--- src/rtl/dsp48a1.sv ---
// dsp48a1: behavioural Spartan-6 DSP48A1 slice (pre-adder, 18x18 multiplier, 48-bit post-adder)
module dsp48a1 #(
  parameter int    A0REG       = 0,
  parameter int    A1REG       = 1,
  parameter int    B0REG       = 0,
  parameter int    B1REG       = 1,
  parameter int    CREG        = 1,
  parameter int    DREG        = 1,
  parameter int    MREG        = 1,
  parameter int    PREG        = 1,
  parameter int    CARRYINREG  = 1,
  parameter int    CARRYOUTREG = 1,
  parameter int    OPMODEREG   = 1,
  parameter string CARRYINSEL  = "OPMODE5",
  parameter string B_INPUT     = "DIRECT",
  parameter string RSTTYPE     = "ASYNC"
) (
  input  logic [17:0] a,
  input  logic [17:0] b,
  input  logic [47:0] c,
  input  logic [17:0] d,
  input  logic        carryin,
  output logic [35:0] m,
  output logic [47:0] p,
  output logic        carryout,
  output logic        carryoutf,
  input  logic        clk,
  input  logic [7:0]  opmode,
  input  logic        cea,
  input  logic        ceb,
  input  logic        cec,
  input  logic        cecarryin,
  input  logic        ced,
  input  logic        cem,
  input  logic        ceopmode,
  input  logic        cep,
  input  logic        rsta,
  input  logic        rstb,
  input  logic        rstc,
  input  logic        rstcarryin,
  input  logic        rstd,
  input  logic        rstm,
  input  logic        rstopmode,
  input  logic        rstp,
  input  logic [17:0] bcin,
  output logic [17:0] bcout,
  input  logic [47:0] pcin,
  output logic [47:0] pcout
);
  if (RSTTYPE != "ASYNC") begin : g_bad_rsttype
    $error("dsp48a1: RSTTYPE must be ASYNC");
  end
  logic [17:0] a0_q, a1_q, b0_q, b1_q, d_q;
  logic [17:0] a0, a1, b0, b1, dr, b_src, pre;
  logic [47:0] c_q, p_q, cr, x, z;
  logic [35:0] m_q, mult;
  logic [7:0]  op_q, op;
  logic [48:0] sum;
  logic        cyi_q, cyo_q, cin_src, cin;
  assign b_src = (B_INPUT == "CASCADE") ? bcin : b;
  assign a0 = (A0REG != 0) ? a0_q : a;
  assign b0 = (B0REG != 0) ? b0_q : b_src;
  assign dr = (DREG != 0) ? d_q : d;
  assign cr = (CREG != 0) ? c_q : c;
  assign op = (OPMODEREG != 0) ? op_q : opmode;
  // op[4] routes D +/- B0 into the B1 stage instead of B0 itself
  assign pre = op[4] ? (op[6] ? dr - b0 : dr + b0) : b0;
  assign a1 = (A1REG != 0) ? a1_q : a0;
  assign b1 = (B1REG != 0) ? b1_q : pre;
  assign mult = 36'(a1) * 36'(b1);
  assign m = (MREG != 0) ? m_q : mult;
  assign cin_src = (CARRYINSEL == "CARRYIN") ? carryin : op[5];
  assign cin = (CARRYINREG != 0) ? cyi_q : cin_src;
  always_comb begin
    x = op[1] ? (op[0] ? {dr[11:0], a1, b1} : p) : (op[0] ? {12'b0, m} : '0);
    z = op[3] ? (op[2] ? cr : p) : (op[2] ? pcin : '0);
    // subtract mode: sum[48] wraps to 1 exactly when a borrow occurs
    sum = op[7] ? {1'b0, z} - ({1'b0, x} + {48'b0, cin}) : {1'b0, z} + {1'b0, x} + {48'b0, cin};
  end
  assign p = (PREG != 0) ? p_q : sum[47:0];
  assign carryout = (CARRYOUTREG != 0) ? cyo_q : sum[48];
  assign carryoutf = carryout;
  assign bcout = b1;
  assign pcout = p;
  always_ff @(posedge clk or posedge rsta)
    if (rsta) begin
      a0_q <= '0;
      a1_q <= '0;
    end else if (cea) begin
      a0_q <= a;
      a1_q <= a0;
    end
  always_ff @(posedge clk or posedge rstb)
    if (rstb) begin
      b0_q <= '0;
      b1_q <= '0;
    end else if (ceb) begin
      b0_q <= b_src;
      b1_q <= pre;
    end
  always_ff @(posedge clk or posedge rstc)
    if (rstc) c_q <= '0;
    else if (cec) c_q <= c;
  always_ff @(posedge clk or posedge rstd)
    if (rstd) d_q <= '0;
    else if (ced) d_q <= d;
  always_ff @(posedge clk or posedge rstm)
    if (rstm) m_q <= '0;
    else if (cem) m_q <= mult;
  always_ff @(posedge clk or posedge rstp)
    if (rstp) p_q <= '0;
    else if (cep) p_q <= sum[47:0];
  always_ff @(posedge clk or posedge rstopmode)
    if (rstopmode) op_q <= '0;
    else if (ceopmode) op_q <= opmode;
  always_ff @(posedge clk or posedge rstcarryin)
    if (rstcarryin) begin
      cyi_q <= 1'b0;
      cyo_q <= 1'b0;
    end else if (cecarryin) begin
      cyi_q <= cin_src;
      cyo_q <= sum[48];
    end
endmodule

--- config.mk ---
export PLATFORM = sky130hd
export DESIGN_NAME = dsp48a1
export DESIGN_NICKNAME = d
export VERILOG_FILES = /design/src/rtl/dsp48a1.sv
export SDC_FILE = /design/constraint.sdc
export NUM_CORES = 2
export LEC_CHECK = 0
export BUFFER_PORTS_ARGS = -buffer_cell sky130_fd_sc_hd__buf_2
export CAP_MARGIN = 10
export CORE_ASPECT_RATIO = 1.2
export CORE_MARGIN = 1
export CORE_UTILIZATION = 66
export CTS_BUF_LIST = sky130_fd_sc_hd__clkbuf_16
export CTS_CLUSTER_SIZE = 24
export DETAILED_ROUTE_END_ITERATION = 8
export HOLD_SLACK_MARGIN = 0.02
export PLACE_DENSITY_LB_ADDON = 0.1
export SYNTH_ARGS = -nofsm -noshare
export SYNTH_HDL_FRONTEND = slang
export SYNTH_SLANG_ARGS = --single-unit
--- constraint.sdc ---
create_clock -name clk -period 9.82 [get_ports clk]
set_input_delay 0.491 -clock clk [delete_from_list [all_inputs] [get_ports clk]]
set_output_delay 0.491 -clock clk [all_outputs]
set_load 0.02 [all_outputs]
==> impl_metrics.env <==
export IMPL_status="complete, no violations"
export IMPL_ctsHtreeMaxLevel=4
export IMPL_fill_cells=3255
export IMPL_antenna_cells=0
export IMPL_period_needed_ns=7.30
export IMPL_multi_input_area_sq_mm=0.0200
export IMPL_relSlewSlack_pct=21.5
export IMPL_register_area_sq_mm=0.00491
export IMPL_end_kind="flop"
export IMPL_io_pin_count=346
export IMPL_avgSynthCellArea_sq_um=8.84
export IMPL_root_buffer="clkbuf_16"
export IMPL_synth_flop_cell="dfrtp_1"
export IMPL_synth_area_leaders="fa_1 (19%), dfrtp_1 (18%), ha_1 (12%), mux2_2 (8.0%), inv_1 (6.3%)"
export IMPL_clock_latency_ns=0.49
export IMPL_yosysSeqAreaShare_pct=17.8
export IMPL_crit_arrival_ns=7.67
export IMPL_postCtsHoldBufs=2
export IMPL_clock_fmax_ghz=0.137
export IMPL_grt_overflow=0
export IMPL_grt_max_degree=68
export IMPL_syn_inst=3124
export IMPL_drt_initial_drc_count=1726
export IMPL_fin_skew_ns=0.0143
export IMPL_io_buffers=326
export IMPL_rr_worst_depth=21
export IMPL_synth_top_area_cell="fa_1"
export IMPL_setup_viol=0
export IMPL_track_usage_pct=39.5
export IMPL_synth_seq_cells=196
export IMPL_path_class="reg -> reg"
export IMPL_dieWidth_um=189
export IMPL_crit_top_cell="fa_1"
export IMPL_cp_start_kind="flop"
export IMPL_area_growth_pct=7.91
export IMPL_dr_pass1_iters=6
export IMPL_cp_max_fo=20
export IMPL_design_core_area_sq_mm=0.0410
export IMPL_grt_pass1_vias=24200
export IMPL_nNetsFinal=4013
export IMPL_cts_sinks=196
export IMPL_cts_setup_buffers=0
export IMPL_worstPathCellList="nand2_1 -> fa_1 -> fa_1 -> fa_1 -> inv_1 -> fa_1 -> fa_1 -> inv_1 -> fa_1 -> inv_1 -> ha_1 -> a21o_1 -> a211o_1 -> a211o_1 -> o211ai_2 -> a311oi_2 -> a221oi_4 -> o21ai_2 -> a2111oi_2 -> nor2_1 -> a211o_1"
export IMPL_gp_congestion=1.01
export IMPL_mostFrequentLayoutCell="inv_1"
export IMPL_dieArea_sq_mm=0.0427
export IMPL_post_cts_resized=0
export IMPL_critPathMaxStageDelay_ns=0.91
export IMPL_finalCritPeriodShare_pct=74.4
export IMPL_vias_per_cell=6.15
export IMPL_final_max_slew_violation_count=0
export IMPL_hold_class="in -> async"
export IMPL_synth_fp_nets=3846
export IMPL_cap_violations=0
export IMPL_final_cell_mix="inv_1 (467), buf_2 (326), nand2_1 (277)"
export IMPL_grt_pass1_wl_um=130000
export IMPL_initial_utilization_pct=67.3
export IMPL_tightest_slew_ns=1.18
export IMPL_dp_hpwl_um=65100
export IMPL_critPathSlowestCell="dfrtp_1"
export IMPL_drc_errors=0
export IMPL_row_count=81
export IMPL_cp_required_ns=10.19
export IMPL_cts_tree="yes"
export IMPL_cts_buffers=17
export IMPL_vias=23600
export IMPL_synth_enable_flop_cells=0
export IMPL_drive_above_1_share_pct=19.1
export IMPL_yosysWarnings=0
export IMPL_die_h_um=226
export IMPL_hold_viol=0
export IMPL_syn_area_sq_mm=0.0276
export IMPL_yosysUniqueCellTypes=89
export IMPL_final_antenna_net_count=0
export IMPL_clk_path_buf_depth=2
export IMPL_yosysTopAreaCellShare_pct=18.9
export IMPL_setup_tns_ns=0
export IMPL_rsz0062_at_grt="no"
export IMPL_routed_wirelength_um=83300
export IMPL_wl_per_cell_um=21.7
export IMPL_antenna_found_initial=1
export IMPL_cts_clk_slew_worst_paths_ns=0.07
export IMPL_synth_async_reset_ratio_pct=100
-- cells in the mapped netlist (all sizes together), types with 4 or more instances --
cell and number:
o31ai 17, nand2 277, mux2i 33, mux2 198, a21boi 5, a211o 8, a221oi 4, o21bai 30
a21oi 185, inv 473, or2 4, nor2 166, nand2b 12, a311oi 4, nor3b 6, dfrtp 196
ha 267, fa 261, o221ai 8, nor3 35, nor4 9, a21o 52, o211ai 14, or3 8
and3 10, nand4 21, o21ai 97, o21a 17, and2 145, xnor2 109, nor2b 25, a211oi 10
a31oi 17, buf 68, clkbuf 140, a22oi 49, xor2 29, nand3 29, a22o 37
-- area by class of cell --
class / count / share of cell area [%]
Multi-Input combinational cell: 2245 / 67.0
Inverter: 475 / 5.98
Clock buffer: 17 / 1.43
Sequential cell: 196 / 16.5
Timing Repair Buffer: 356 / 6.25
Tap cell: 539 / 2.26
Clock inverter: 15 / 0.592
-- per-layer routing --
layer	part of all wire (%)	global-route usage [%]
met5	0	0
met4	5.5	21.9
met3	7.2	5.36
met2	49	67.5
met1	38	48.3
-- path summary, 6_finish.rpt --
path | startpoint | to | slack [ns]
max in group asynchronous | rstc | c_q[38] | 8.85
max reg2reg | a1[11] | m[32] | 2.52
min | rsta | a1[16] | 0.08
max | a1[11] | m[32] | 2.52
min in group clk | cecarryin | cin | 0.23
min reg2reg | c_q[20] | c_q[20] | 0.51
-- metrics by stage --
step	std cells	setup slack (ns)	area, sq um	utilization [%]	hold slack [ns]
after floorplan	3124	3.03	27600	-	0.232
after global placement	3809	2.68	29200	71.1	0.358
after detailed placement	3809	2.54	29200	71.1	0.359
after CTS	3843	2.51	29800	72.6	0.0804
after global routing	3843	2.19	29800	72.6	0.135
final	3843	2.52	29800	72.6	0.0800
-- flip-flops by register name (all words and copies together) (netlist names) --
| register | count |
|---|---|
| c_q | 48 |
| p | 48 |
| m | 36 |
| a1 | 18 |
| bcout | 18 |
| d_q | 18 |
| op | 8 |
| carryout | 1 |
| cin | 1 |
-- worst max-delay path: cells and delay by family (launching register included) --
kind            cells  cell delay (ns)
compound gates      9             2.48
fa+ha+maj           7             3.36
buf+inv             3             0.14
flops               1             0.91
simple gates        2             0.28
-- logic make-up after synthesis --
logic type / share of synthesized area, %
muxes: 9.28
DFF: 17.8
buffers and inverters: 9.96
xor gates and xnor gates: 4.38
and+or+nand+nor: 13.0
adders and majority gates: 31.0
AOI/OAI and AO/OA: 14.6
Power is left out: the tool's default activity adds up to more than one toggle a clock period on the data nets, which glitch-free logic cannot reach.
